===== config.mk =====
export PLATFORM = sky130hd
export DESIGN_NAME = mem_port_arbiter
export DESIGN_NICKNAME = d
export VERILOG_FILES = /design/src/rtl/mem_arb_pkg.sv /design/src/rtl/rd_latency_pipe.sv /design/src/rtl/mem_port_arbiter.sv
export SDC_FILE = /design/constraint.sdc
export NUM_CORES = 1
export LEC_CHECK = 0
export CORE_ASPECT_RATIO = 0.5
export CORE_MARGIN = 8
export CORE_UTILIZATION = 25
export DETAILED_ROUTE_END_ITERATION = 8
export PLACE_DENSITY = 0.74
export SETUP_SLACK_MARGIN = 0.02
export SLEW_MARGIN = 20
export SYNTH_ARGS = -nofsm -noshare
export SYNTH_HDL_FRONTEND = slang
export SYNTH_HIERARCHICAL = 1
export SYNTH_SLANG_ARGS = --single-unit

===== constraint.sdc =====
create_clock -name clk -period 2.2 [get_ports clk]
set_input_delay 0.66 -clock clk [delete_from_list [all_inputs] [get_ports clk]]
set_output_delay 0.66 -clock clk [all_outputs]
set_load 0.01 [all_outputs]

===== src/rtl/mem_arb_pkg.sv =====
// Shared types and defaults for the memory-port arbiter (state, grant owner, widths).
package mem_arb_pkg;

  localparam int DEFAULT_DATA_WIDTH = 32;
  localparam int DEFAULT_ADDR_WIDTH = 20;
  localparam int MAX_READ_LATENCY   = 4;

  typedef enum logic [1:0] {
    IDLE   = 2'd0,
    CMD_WR = 2'd1,
    CMD_RD = 2'd2
  } arb_state_t;

  typedef enum logic [1:0] {
    OWN_NONE = 2'd0,
    OWN_WR   = 2'd1,
    OWN_RD   = 2'd2
  } owner_t;

  // Writes win unless a read is waiting and the write burst budget is spent.
  function automatic owner_t pick_owner(input logic wr_req, input logic rd_req,
                                        input logic burst_full);
    if (wr_req && !(rd_req && burst_full)) return OWN_WR;
    if (rd_req) return OWN_RD;
    return OWN_NONE;
  endfunction

endpackage


===== src/rtl/rd_latency_pipe.sv =====
// Valid-bit shift register that tracks outstanding reads of a fixed-latency slave.
module rd_latency_pipe #(
  parameter int DEPTH = 1
) (
  input  logic clk,
  input  logic flush,
  input  logic in_valid,
  output logic out_valid
);

  logic [DEPTH-1:0] pipe_q;

  always_ff @(posedge clk) begin
    if (flush) begin
      pipe_q <= '0;
    end else begin
      pipe_q[0] <= in_valid;
      for (int i = 1; i < DEPTH; i++) pipe_q[i] <= pipe_q[i-1];
    end
  end

  assign out_valid = pipe_q[DEPTH-1];

endmodule


===== src/rtl/mem_port_arbiter.sv =====
// Shares one Avalon-MM master port between acc_recv writes and acc_send reads.
// Optional statistics counters are built only when MEM_ARB_STATS_EN is defined.
module mem_port_arbiter
  import mem_arb_pkg::*;
#(
  parameter int DATA_WIDTH   = DEFAULT_DATA_WIDTH,
  parameter int ADDR_WIDTH   = DEFAULT_ADDR_WIDTH,
  parameter int READ_LATENCY = 1,
  parameter int MAX_WR_BURST = 8
) (
  input  logic                  clk,
  input  logic                  reset,
  input  logic                  req_s,
  input  logic [ADDR_WIDTH-1:0] addr_s,
  output logic                  ack_s,
  output logic [DATA_WIDTH-1:0] rdata_s,
  output logic                  rvalid_s,
  input  logic                  write_r,
  input  logic [ADDR_WIDTH-1:0] write_addr_r,
  input  logic [DATA_WIDTH-1:0] data_to_mem_r,
  output logic                  ack_r,
  output logic [ADDR_WIDTH-1:0] mem_addr,
  output logic                  write,
  output logic                  read,
  output logic [DATA_WIDTH-1:0] writedata,
  input  logic [DATA_WIDTH-1:0] readdata,
  input  logic                  waitrequest,
  output logic                  chipselect,
  output logic [31:0]           stat_wr_cnt,
  output logic [31:0]           stat_rd_cnt,
  output logic [31:0]           stat_wait_cnt,
  output arb_state_t            dbg_state
);

  localparam int RD_LAT = (READ_LATENCY > MAX_READ_LATENCY) ? MAX_READ_LATENCY :
                          (READ_LATENCY < 1) ? 1 : READ_LATENCY;
  localparam int BW = $clog2(MAX_WR_BURST + 1);
  localparam logic [BW-1:0] BURST_MAX = BW'(MAX_WR_BURST);

  // Handshake: a command is accepted in any cycle where state is CMD_* and
  // waitrequest is low; the owner's ack pulses in that cycle, and a request
  // still high at the end of that cycle is taken as the owner's next request.
  arb_state_t            state_q, state_d;
  logic [BW-1:0]         burst_q, burst_d;
  logic [ADDR_WIDTH-1:0] addr_d;
  logic [DATA_WIDTH-1:0] wdata_d;
  logic                  read_d, write_d;
  logic                  accept, select_en;
  owner_t                winner;

  always_comb begin
    accept    = (state_q != IDLE) && !waitrequest;
    select_en = (state_q == IDLE) || accept;
    winner    = pick_owner(write_r, req_s, burst_q == BURST_MAX);
    ack_r     = accept && (state_q == CMD_WR);
    ack_s     = accept && (state_q == CMD_RD);
    state_d   = state_q;
    addr_d    = mem_addr;
    wdata_d   = writedata;
    read_d    = read;
    write_d   = write;
    burst_d   = burst_q;
    if (select_en) begin
      case (winner)
        OWN_WR: begin
          state_d = CMD_WR;
          addr_d  = write_addr_r;
          wdata_d = data_to_mem_r;
          write_d = 1'b1;
          read_d  = 1'b0;
          if (burst_q != BURST_MAX) burst_d = burst_q + 1'b1;
        end
        OWN_RD: begin
          state_d = CMD_RD;
          addr_d  = addr_s;
          write_d = 1'b0;
          read_d  = 1'b1;
          burst_d = '0;
        end
        default: begin
          state_d = IDLE;
          write_d = 1'b0;
          read_d  = 1'b0;
        end
      endcase
    end
    // The starvation guard only matters while a read is actually waiting.
    if (!req_s) burst_d = '0;
  end

  always_ff @(posedge clk) begin
    if (reset) begin
      state_q   <= IDLE;
      burst_q   <= '0;
      mem_addr  <= '0;
      writedata <= '0;
      read      <= 1'b0;
      write     <= 1'b0;
    end else begin
      state_q   <= state_d;
      burst_q   <= burst_d;
      mem_addr  <= addr_d;
      writedata <= wdata_d;
      read      <= read_d;
      write     <= write_d;
    end
  end

  assign chipselect = read | write;
  assign dbg_state  = state_q;

  rd_latency_pipe #(.DEPTH(RD_LAT)) u_rd_pipe (
    .clk       (clk),
    .flush     (reset),
    .in_valid  (ack_s),
    .out_valid (rvalid_s)
  );

  assign rdata_s = rvalid_s ? readdata : '0;

`ifdef MEM_ARB_STATS_EN
  logic [31:0] wr_cnt_q, rd_cnt_q, wait_cnt_q;

  always_ff @(posedge clk) begin
    if (reset) begin
      wr_cnt_q   <= '0;
      rd_cnt_q   <= '0;
      wait_cnt_q <= '0;
    end else begin
      if (ack_r) wr_cnt_q <= wr_cnt_q + 32'd1;
      if (ack_s) rd_cnt_q <= rd_cnt_q + 32'd1;
      if ((state_q != IDLE) && waitrequest) wait_cnt_q <= wait_cnt_q + 32'd1;
    end
  end

  assign stat_wr_cnt   = wr_cnt_q;
  assign stat_rd_cnt   = rd_cnt_q;
  assign stat_wait_cnt = wait_cnt_q;
`else
  assign stat_wr_cnt   = '0;
  assign stat_rd_cnt   = '0;
  assign stat_wait_cnt = '0;
`endif

  // A requester may only drop its request in the cycle it is acknowledged.
  a_req_s_held: assert property (@(posedge clk) disable iff (reset)
    $fell(req_s) |-> (ack_s || $past(reset)));
  a_write_r_held: assert property (@(posedge clk) disable iff (reset)
    $fell(write_r) |-> (ack_r || $past(reset)));

endmodule


# --- Word-level counts from Yosys, hierarchy flattened ---
# Index checks and enable logic that the tools add are counted.
# W data, S select, Z words.
word_totals:
  ff_bits: 61
  latchBits: 0
  mem_bits_rw: 0
  rom_bits: 0
  inputBits: 109
  out_inout_bits: 188
  n_memories: 0
classes:
  n_addsub: 1
  multipliers: 0
  n_div: 0
  n_lt_le_gt_ge: 0
  eq_ne: 7
  shifts: 0
  mux: 14
  bitwise_logic: 2
  reduce_logical: 15
ops:
  columns: ["op", "n"]
  rows:
  - ["$pmux W20 S2", 1]
  - ["$mux W32", 1]
  - ["$mux W2", 4]
  - ["$pmux W4 S2", 1]
  - ["$logic_and A1 B1 Y1", 5]
  - ["$mux W1", 5]
  - ["$add A4 B1 Y4 const B", 1]
  - ["$eq A2 B1 Y1 const B", 2]
  - ["$eq A2 B2 Y1 const B", 2]
  - ["$eq A4 B4 Y1 const B", 1]
  - ["$mux W4", 1]
  - ["$ne A4 B4 Y1 const B", 1]
  - ["$pmux W2 S2", 1]
  - ["$reduce_and A2 Y1", 2]
  - ["$reduce_bool A2 Y1", 2]
  - ["$reduce_and A3 Y1", 1]
  - ["$logic_not A1 Y1", 2]
  - ["$logic_not A2 Y1", 1]
  - ["$ne A2 B2 Y1 const B", 1]
  - ["$reduce_or A2 Y1", 1]
  - ["$logic_or A1 B1 Y1", 1]
  - ["$not A1 Y1", 1]
  - ["$or A1 B1 Y1", 1]

# --- Longest topological paths before layout ---
# Gate-level depths: netlist (run 1).
logic_depth:
  ltp_word: 11
  mapped_depth: 8
  mapped_depth_nobuf: 6

# --- Hierarchy ---
# Netlist (run 1), hierarchy kept.
modules_own_cells:
  columns: ["mod", "n_inst", "cells_each", "area_per_inst_um2"]
  rows:
  - ["mem_port_arbiter", 1, 385, 3403.3]
  - ["rd_latency_pipe", 1, 2, 33.8]

# --- Worst setup path after synthesis (run 1) ---
# OpenSTA, ideal clock, no wires.
synth_path:
  kind: "in2out"
  start: "in waitrequest"
  end: "out ack_s"
  arrival_ns: 1.020
  required_ns: 1.540
  setup_slack_ns: 0.520
  path_stages: 1
  n_path_buf: 0
  path_cell_list: "nor3b_1"
synth_between:
  elab_chain_len: 3
synth_lines:
  columns: ["item", "line", "source"]
  rows:
  - ["start, declared", "mem_port_arbiter.sv:27", "input logic waitrequest,"]
  - ["$logic_not A1 Y1", "mem_port_arbiter.sv:52", "accept = (state_q != IDLE) && !waitrequest;"]
  - ["$logic_and A1 B1 Y1", "mem_port_arbiter.sv:52", null]
  - ["$logic_and A1 B1 Y1", "mem_port_arbiter.sv:56", "ack_s = accept && (state_q == CMD_RD);"]
  - ["end, declared", "mem_port_arbiter.sv:15", "output logic ack_s,"]
# Every way passes these cells.

# --- Worst setup path after layout (run 1) ---
layout_path:
  start: "in readdata[17]"
  end: "out rdata_s[17]"
layout_between:
  elab_chain_len: 1
layout_lines:
  columns: ["item", "line", "source"]
  rows:
  - ["start, declared", "mem_port_arbiter.sv:26", "input logic [DATA_WIDTH-1:0] readdata,"]
  - ["$mux W32", "mem_port_arbiter.sv:119", "assign rdata_s = rvalid_s ? readdata : '0;"]
  - ["end, declared", "mem_port_arbiter.sv:16", "output logic [DATA_WIDTH-1:0] rdata_s,"]
# Every way passes these cells.

==> impl_metrics.json, run 1 <==
{
  "vias_per_cell": 3.94,
  "yosys.area.top_type_share_pct": 34.4,
  "worst_setup_path_end_kind": "output pin",
  "power.leakage_uw": 0.00235,
  "postLayoutCoreUtil_pct": 41.5,
  "grt_use_total_pct": 11.7,
  "p_sw_uw": 879,
  "grt_max_degree": 34,
  "ys_warn_count": 6,
  "row_count": 30,
  "start_util_pct": 25.5,
  "min_period_over_period_pct": 97.9,
  "rsz0062_at_grt": "true",
  "syn-cell-area_mm2": 0.00344,
  "vias": 3027,
  "netSwitchingFraction_pct": 26.4,
  "rrSetupSlack_ps": 600,
  "drc": 0,
  "powerDensity_mw_per_mm2": 596,
  "drive_gt1_share_pct": 11.5,
  "hold_viol": 0,
  "grt_antenna_before_repair": 0,
  "postSynthAreaPerCell_um2": 8.88,
  "arrival_ps": 1490,
  "die_area_mm2": 0.0180,
  "clockBufferDepth": 2,
  "fin_skew_ps": 9.34,
  "antennaDiodeCount": 0,
  "ys_seq_area_share_pct": 34.4,
  "area_growth_pct": 62.7,
  "clk_pin_slew_ps": 50,
  "yosysTopAreaCell": "dfxtp_1",
  "hpwlAfterDp_mm": 9.10,
  "synth-seq-cells": 59,
  "clockRootBuffer": "clkbuf_16",
  "mostFrequentLayoutCells": "165 x clkdlybuf4s50_1, 96 x conb_1, 68 x nand2_1",
  "peakVddDrop_uv": 335,
  "dieHeight_um": 98.9,
  "critical_path_required_ps": 1540,
  "status": "finished clean",
  "postSynthCellCount": 387,
  "crit_path_start_kind": "input pin",
  "wl_per_cell_um": 14.6,
  "hold_class": "flip-flop to flip-flop",
  "clock_latency_ps": 330,
  "io_pins": 297,
  "max-cap-violations": 0,
  "finalSetupViolations": 0,
  "first_pass_iters": 4,
  "tritoncts": "yes",
  "fin_tns_setup_ps": 0,
  "cts_buffers": 9,
  "path_max_fanout": 1,
  "grt_pass1_wl_mm": 17.0,
  "max_freq_mhz": 464,
  "ctsHoldBuffers": 0,
  "globalplace.congestion": 0.700,
  "portBuffers": 200,
  "first_global_vias": 3137,
  "dp_cells": 753,
  "finalMaxSlewViolations": 0,
  "fillerInstances": 1323,
  "first_iter_violations": 121,
  "synthDistinctLibCells": 35,
  "clockPowerShare_pct": 42.1,
  "critPathSlowestCell": "clkdlybuf4s50_1",
  "grt_overflow": 0,
  "final_nets": 699,
  "min_period_ps": 2150,
  "cp_cell_sequence": "clkdlybuf4s50_1 > and2_1 > dlygate4sd2_1",
  "htreeDepth": 3,
  "critPathKind": "input pin to output pin",
  "yosys-top-cells-area": "dfxtp_1 34%, buf_4 22%, o2bb2ai_2 8.7%",
  "ant_nets": 0,
  "clock_sinks": 59,
  "p_int_uw": 2460,
  "mostFrequentLayoutCell": "clkdlybuf4s50_1",
  "core_mm2": 0.0135,
  "wirelength_mm": 11.2,
  "comb_power_share_pct": 22.2,
  "final_cell_count_no_fill": 769,
  "cpPeakStageDelay_ps": 450,
  "pwr-share-seq_pct": 35.7,
  "die_w_um": 182
}
per-stage QoR:
stage               hold WS [ps]  total power (uW)  area [um2]  setup slack, ps
floorplan                    462              1660        3790              520
global placement             441              1940        5330             -425
detailed placement           447              1960        5330             -403
CTS                          455              3380        5590             24.5
global route                 468              3500        5590             9.23
finish                       452              3330        5590             46.8
Yosys cell counts:
| cell | number |
|---|---|
| a21boi_4 | 1 |
| a21o_1 | 1 |
| a21oi_1 | 36 |
| a22oi_1 | 1 |
| and2_1 | 32 |
| and3_1 | 1 |
| buf_2 | 7 |
| buf_4 | 103 |
| buf_6 | 2 |
| clkbuf_1 | 7 |
| conb_1 | 1 |
| dfxtp_1 | 59 |
| ha_1 | 2 |
| inv_1 | 2 |
| mux2_2 | 1 |
| mux2i_1 | 20 |
| nand2_1 | 68 |
| nand2b_1 | 1 |
| nand3_1 | 2 |
| nand3b_4 | 1 |
| nand4_1 | 1 |
| nand4b_1 | 1 |
| nor2_1 | 5 |
| nor2b_1 | 1 |
| nor2b_4 | 1 |
| nor3b_1 | 2 |
| o2111ai_1 | 1 |
| o21a_4 | 1 |
| o21ai_0 | 1 |
| o21ai_2 | 1 |
| o2bb2ai_2 | 20 |
| or2_2 | 1 |
| or3_1 | 1 |
| or3_4 | 1 |
| or3b_1 | 1 |
repair_timing:
action | 4_1_cts | 5_1_grt
endpoints found under the setup margin | 35 | 20
setup buffers | 0 | 0
gates resized for setup | 46 | 22
worst max-delay path: cells and delay by family:
family        cells  cell delay, ps
simple gates      1             110
buf+inv           2             720
worst paths after layout:
kind                    to  cells past startpoint     startpoint
max            rdata_s[17]                      3   readdata[17]
min          writedata[13]                      2  writedata[13]
max reg2reg   mem_addr[11]                      7     burst_q[0]
min reg2reg  writedata[13]                      2  writedata[13]
logic make-up (layout without fill, tap and decap cells):
group	Yosys count	count (layout)	synth area share [%]
fa+ha+maj	2	2	0.728
other cells	1	96	0.109
flops	59	59	34.4
mux	21	21	6.15
compound gates	63	63	16.1
simple gates	120	120	17.4
buf+inv	121	232	25.2
final cells by class:
class,count,area [um2],area share [%]
clock buffer,10,239,4.27
clock inverter,6,65.1,1.16
inverter,2,7.51,0.134
multi-input combinational,302,1760,31.4
sequential,59,1180,21.1
tap,176,220,3.94
timing repair buffer,214,2120,38.0
power by group through the flow:
stage	Clock (uW)	Combinational, uW	Sequential, uW
floorplan	0	413	1240
global placement	0	735	1210
detailed placement	0	745	1210
CTS	1440	742	1190
global route	1500	796	1200
finish	1400	740	1190
registers in the layout (all words and copies together), names as in the netlist:
signal               cells
mem_addr                20
dbg_state                1
burst_q                  4
u_rd_pipe/out_valid      1
read                     1
writedata               32
layer usage:
| layer | wire length (um) | GRT usage, % | vias up | share of wire [%] |
|---|---|---|---|---|
| met1 | 3530 | 9.66 | 1392 | 31 |
| met2 | 6490 | 24.4 | 134 | 58 |
| met4 | 232 | 4.13 | 0 | 2.1 |
| li1 | - | - | 1483 | - |
| met5 | 0 | 0 | - | 0 |
| met3 | 985 | 4.85 | 18 | 8.8 |
Note: power is estimated with default switching activity, not from simulation.
==> run 2, diff against run 1 <==
--- a/config.mk
+++ b/config.mk
@@ -9,7 +9,7 @@
 export CORE_MARGIN = 8
 export CORE_UTILIZATION = 25
 export DETAILED_ROUTE_END_ITERATION = 8
-export PLACE_DENSITY = 0.74
+export PLACE_DENSITY = 0.65
 export SETUP_SLACK_MARGIN = 0.02
 export SLEW_MARGIN = 20
 export SYNTH_ARGS = -nofsm -noshare
==> run 2 against run 1 <==
  * Count of clock-buffer cells in the layout decreased by 1
  * Final area increased by 0.67%
  * Die area unchanged
  * Largest cell class unchanged
  * Sequential share of layout area decreased by 0.14 points
  * Critical path depth unchanged
  * Hold slack got worse by 1.0 ps
==> impl_metrics.json, run 2 (same netlist as run 1, synthesis figures left out) <==
{
  "status": "finished clean",
  "antennaDiodeCount": 0,
  "path_depth": 3,
  "max_freq_mhz": 463,
  "hold_class": "flip-flop to flip-flop",
  "portBuffers": 200,
  "hold_viol": 0,
  "area_growth_pct": 63.8,
  "rsz0062_at_grt": "true",
  "largestRegisters": "writedata (32), mem_addr (20), burst_q (4)",
  "regToRegEndpoint": "mem_addr[9]",
  "critPathKind": "input pin to output pin",
  "grt_max_degree": 34,
  "critPathSlowestCell": "clkdlybuf4s50_1",
  "vias": 2972,
  "hpwlAfterDp_mm": 8.99,
  "grt_pass1_wl_mm": 16.9,
  "rrSetupSlack_ps": 620,
  "max-cap-violations": 0,
  "grt_overflow": 0,
  "arrival_ps": 1500,
  "crit_family": "buffers and inverters",
  "mostFrequentLayoutCell": "clkdlybuf4s50_1",
  "finalSetupViolations": 0,
  "ant_nets": 0,
  "clk_pin_slew_ps": 50,
  "fin_area_mm2": 0.00563,
  "first_global_vias": 3105,
  "mostFrequentLayoutCells": "165 x clkdlybuf4s50_1, 96 x conb_1, 68 x nand2_1",
  "clockBufferDepth": 2,
  "vias_per_cell": 3.86,
  "final_nets": 700,
  "finalMaxSlewViolations": 0,
  "tritoncts": "yes",
  "cpPeakStageDelay_ps": 450,
  "cp.buffers_inverters": 2,
  "cts_buffers": 9,
  "largest-register": "writedata",
  "dp_cells": 754,
  "largest_register_ffs": 32,
  "timing.rr.start": "burst_q[0]",
  "crit_end": "rdata_s[8]",
  "hold_slack_ps": 451,
  "dpl-instance-area_mm2": 0.00534,
  "crit_path_start_kind": "input pin",
  "min_period_over_period_pct": 98.2,
  "first_pass_iters": 4,
  "clock_latency_ps": 320,
  "fin_skew_ps": 7.49,
  "io_pins": 297,
  "worstRegToRegCells": 7,
  "clock_sinks": 59,
  "critical_path_required_ps": 1540,
  "core_mm2": 0.0135,
  "wl_per_cell_um": 14.5,
  "peakVddDrop_uv": 341,
  "fin_tns_setup_ps": 0,
  "powerDensity_mw_per_mm2": 605,
  "grt_use_total_pct": 11.5,
  "first_iter_violations": 75,
  "cts_setup_buffers": 0,
  "htreeDepth": 3,
  "globalplace.congestion": 0.733,
  "row_count": 30,
  "drc": 0,
  "wirelength_mm": 11.1,
  "worst_setup_path_end_kind": "output pin",
  "start_util_pct": 25.5,
  "min_period_ps": 2160,
  "postLayoutCoreUtil_pct": 41.8,
  "worstSetupStartpoint": "readdata[8]",
  "grt_antenna_before_repair": 0,
  "power.leakage_uw": 0.00236,
  "die_area_mm2": 0.0180,
  "dieHeight_um": 98.9,
  "drive_gt1_share_pct": 12.0,
  "final_cell_count_no_fill": 770,
  "path_max_fanout": 1,
  "clockRootBuffer": "clkbuf_16",
  "die_w_um": 182,
  "cp_cell_sequence": "clkdlybuf4s50_1 > and2_1 > dlygate4sd2_1"
}
==> run 2: changes by cell type in the layout (fill, tap and decap cells not counted), moves of 2 or more <==
| cell | previous run | this run |
|---|---|---|
| clkdlybuf4s15_1 | 15 | 12 |
| clkinv_4 | 2 | 0 |
| clkinvlp_4 | 1 | 3 |
| clkbuf_2 | 5 | 1 |
| and2_1 | 32 | 30 |
| dlygate4sd2_1 | 12 | 16 |
| clkdlybuf4s15_2 | 0 | 3 |
| and2_4 | 0 | 2 |
==> run 2: routing by layer <==
layer | up-vias | global-route usage (%) | routed length, um
met5 | - | 0 | 0
met4 | 0 | 3.57 | 139
met3 | 9 | 4.30 | 1040
met2 | 125 | 24.1 | 6270
met1 | 1356 | 9.97 | 3690
li1 | 1482 | - | -
==> run 2: layout make-up <==
class | count | area (um2)
Fill cell | 1338 | 7850
Timing Repair Buffer | 215 | 2140
Multi-Input combinational cell | 302 | 1760
Sequential cell | 59 | 1180
Clock buffer | 9 | 225
Tap cell | 176 | 220
Clock inverter | 7 | 92.6
Inverter | 2 | 7.51
==> run 2: worst min path at each step <==
stage / start / endpoint / slack, ps / cells after the start
after floorplan: burst_q[1] / burst_q[1] / 460 / 2
after global placement: writedata[28] / writedata[28] / 440 / 2
after detailed placement: writedata[15] / writedata[15] / 450 / 2
after CTS: writedata[15] / writedata[15] / 450 / 2
after global routing: writedata[6] / writedata[6] / 470 / 2
final: writedata[10] / writedata[10] / 450 / 2
==> run 2: worst min-delay path, cell delays in order, from the launching register on <==
cell	delay (ps)
dfxtp_1	300
nand2_1	50
a21oi_1	50
==> run 2: timing repair <==
item                                    in CTS  in global routing
endpoints found under the setup margin      35                 13
hold buffers                                 0                  0
gates resized for setup                     55                 13
==> run 2: through the flow <==
step / power [uW] / setup slack [ps]
final: 3400 / 40.3
after global routing: 3560 / 17.1
after CTS: 3450 / 23.3
after detailed placement: 1960 / -393
after global placement: 1950 / -419
after floorplan: 1660 / 520
==> run 2: report_power, final <==
group          switching [uW]  internal [uW]
clock network             487            985
logic                     334            409
registers                46.4           1140
total                     867           2540
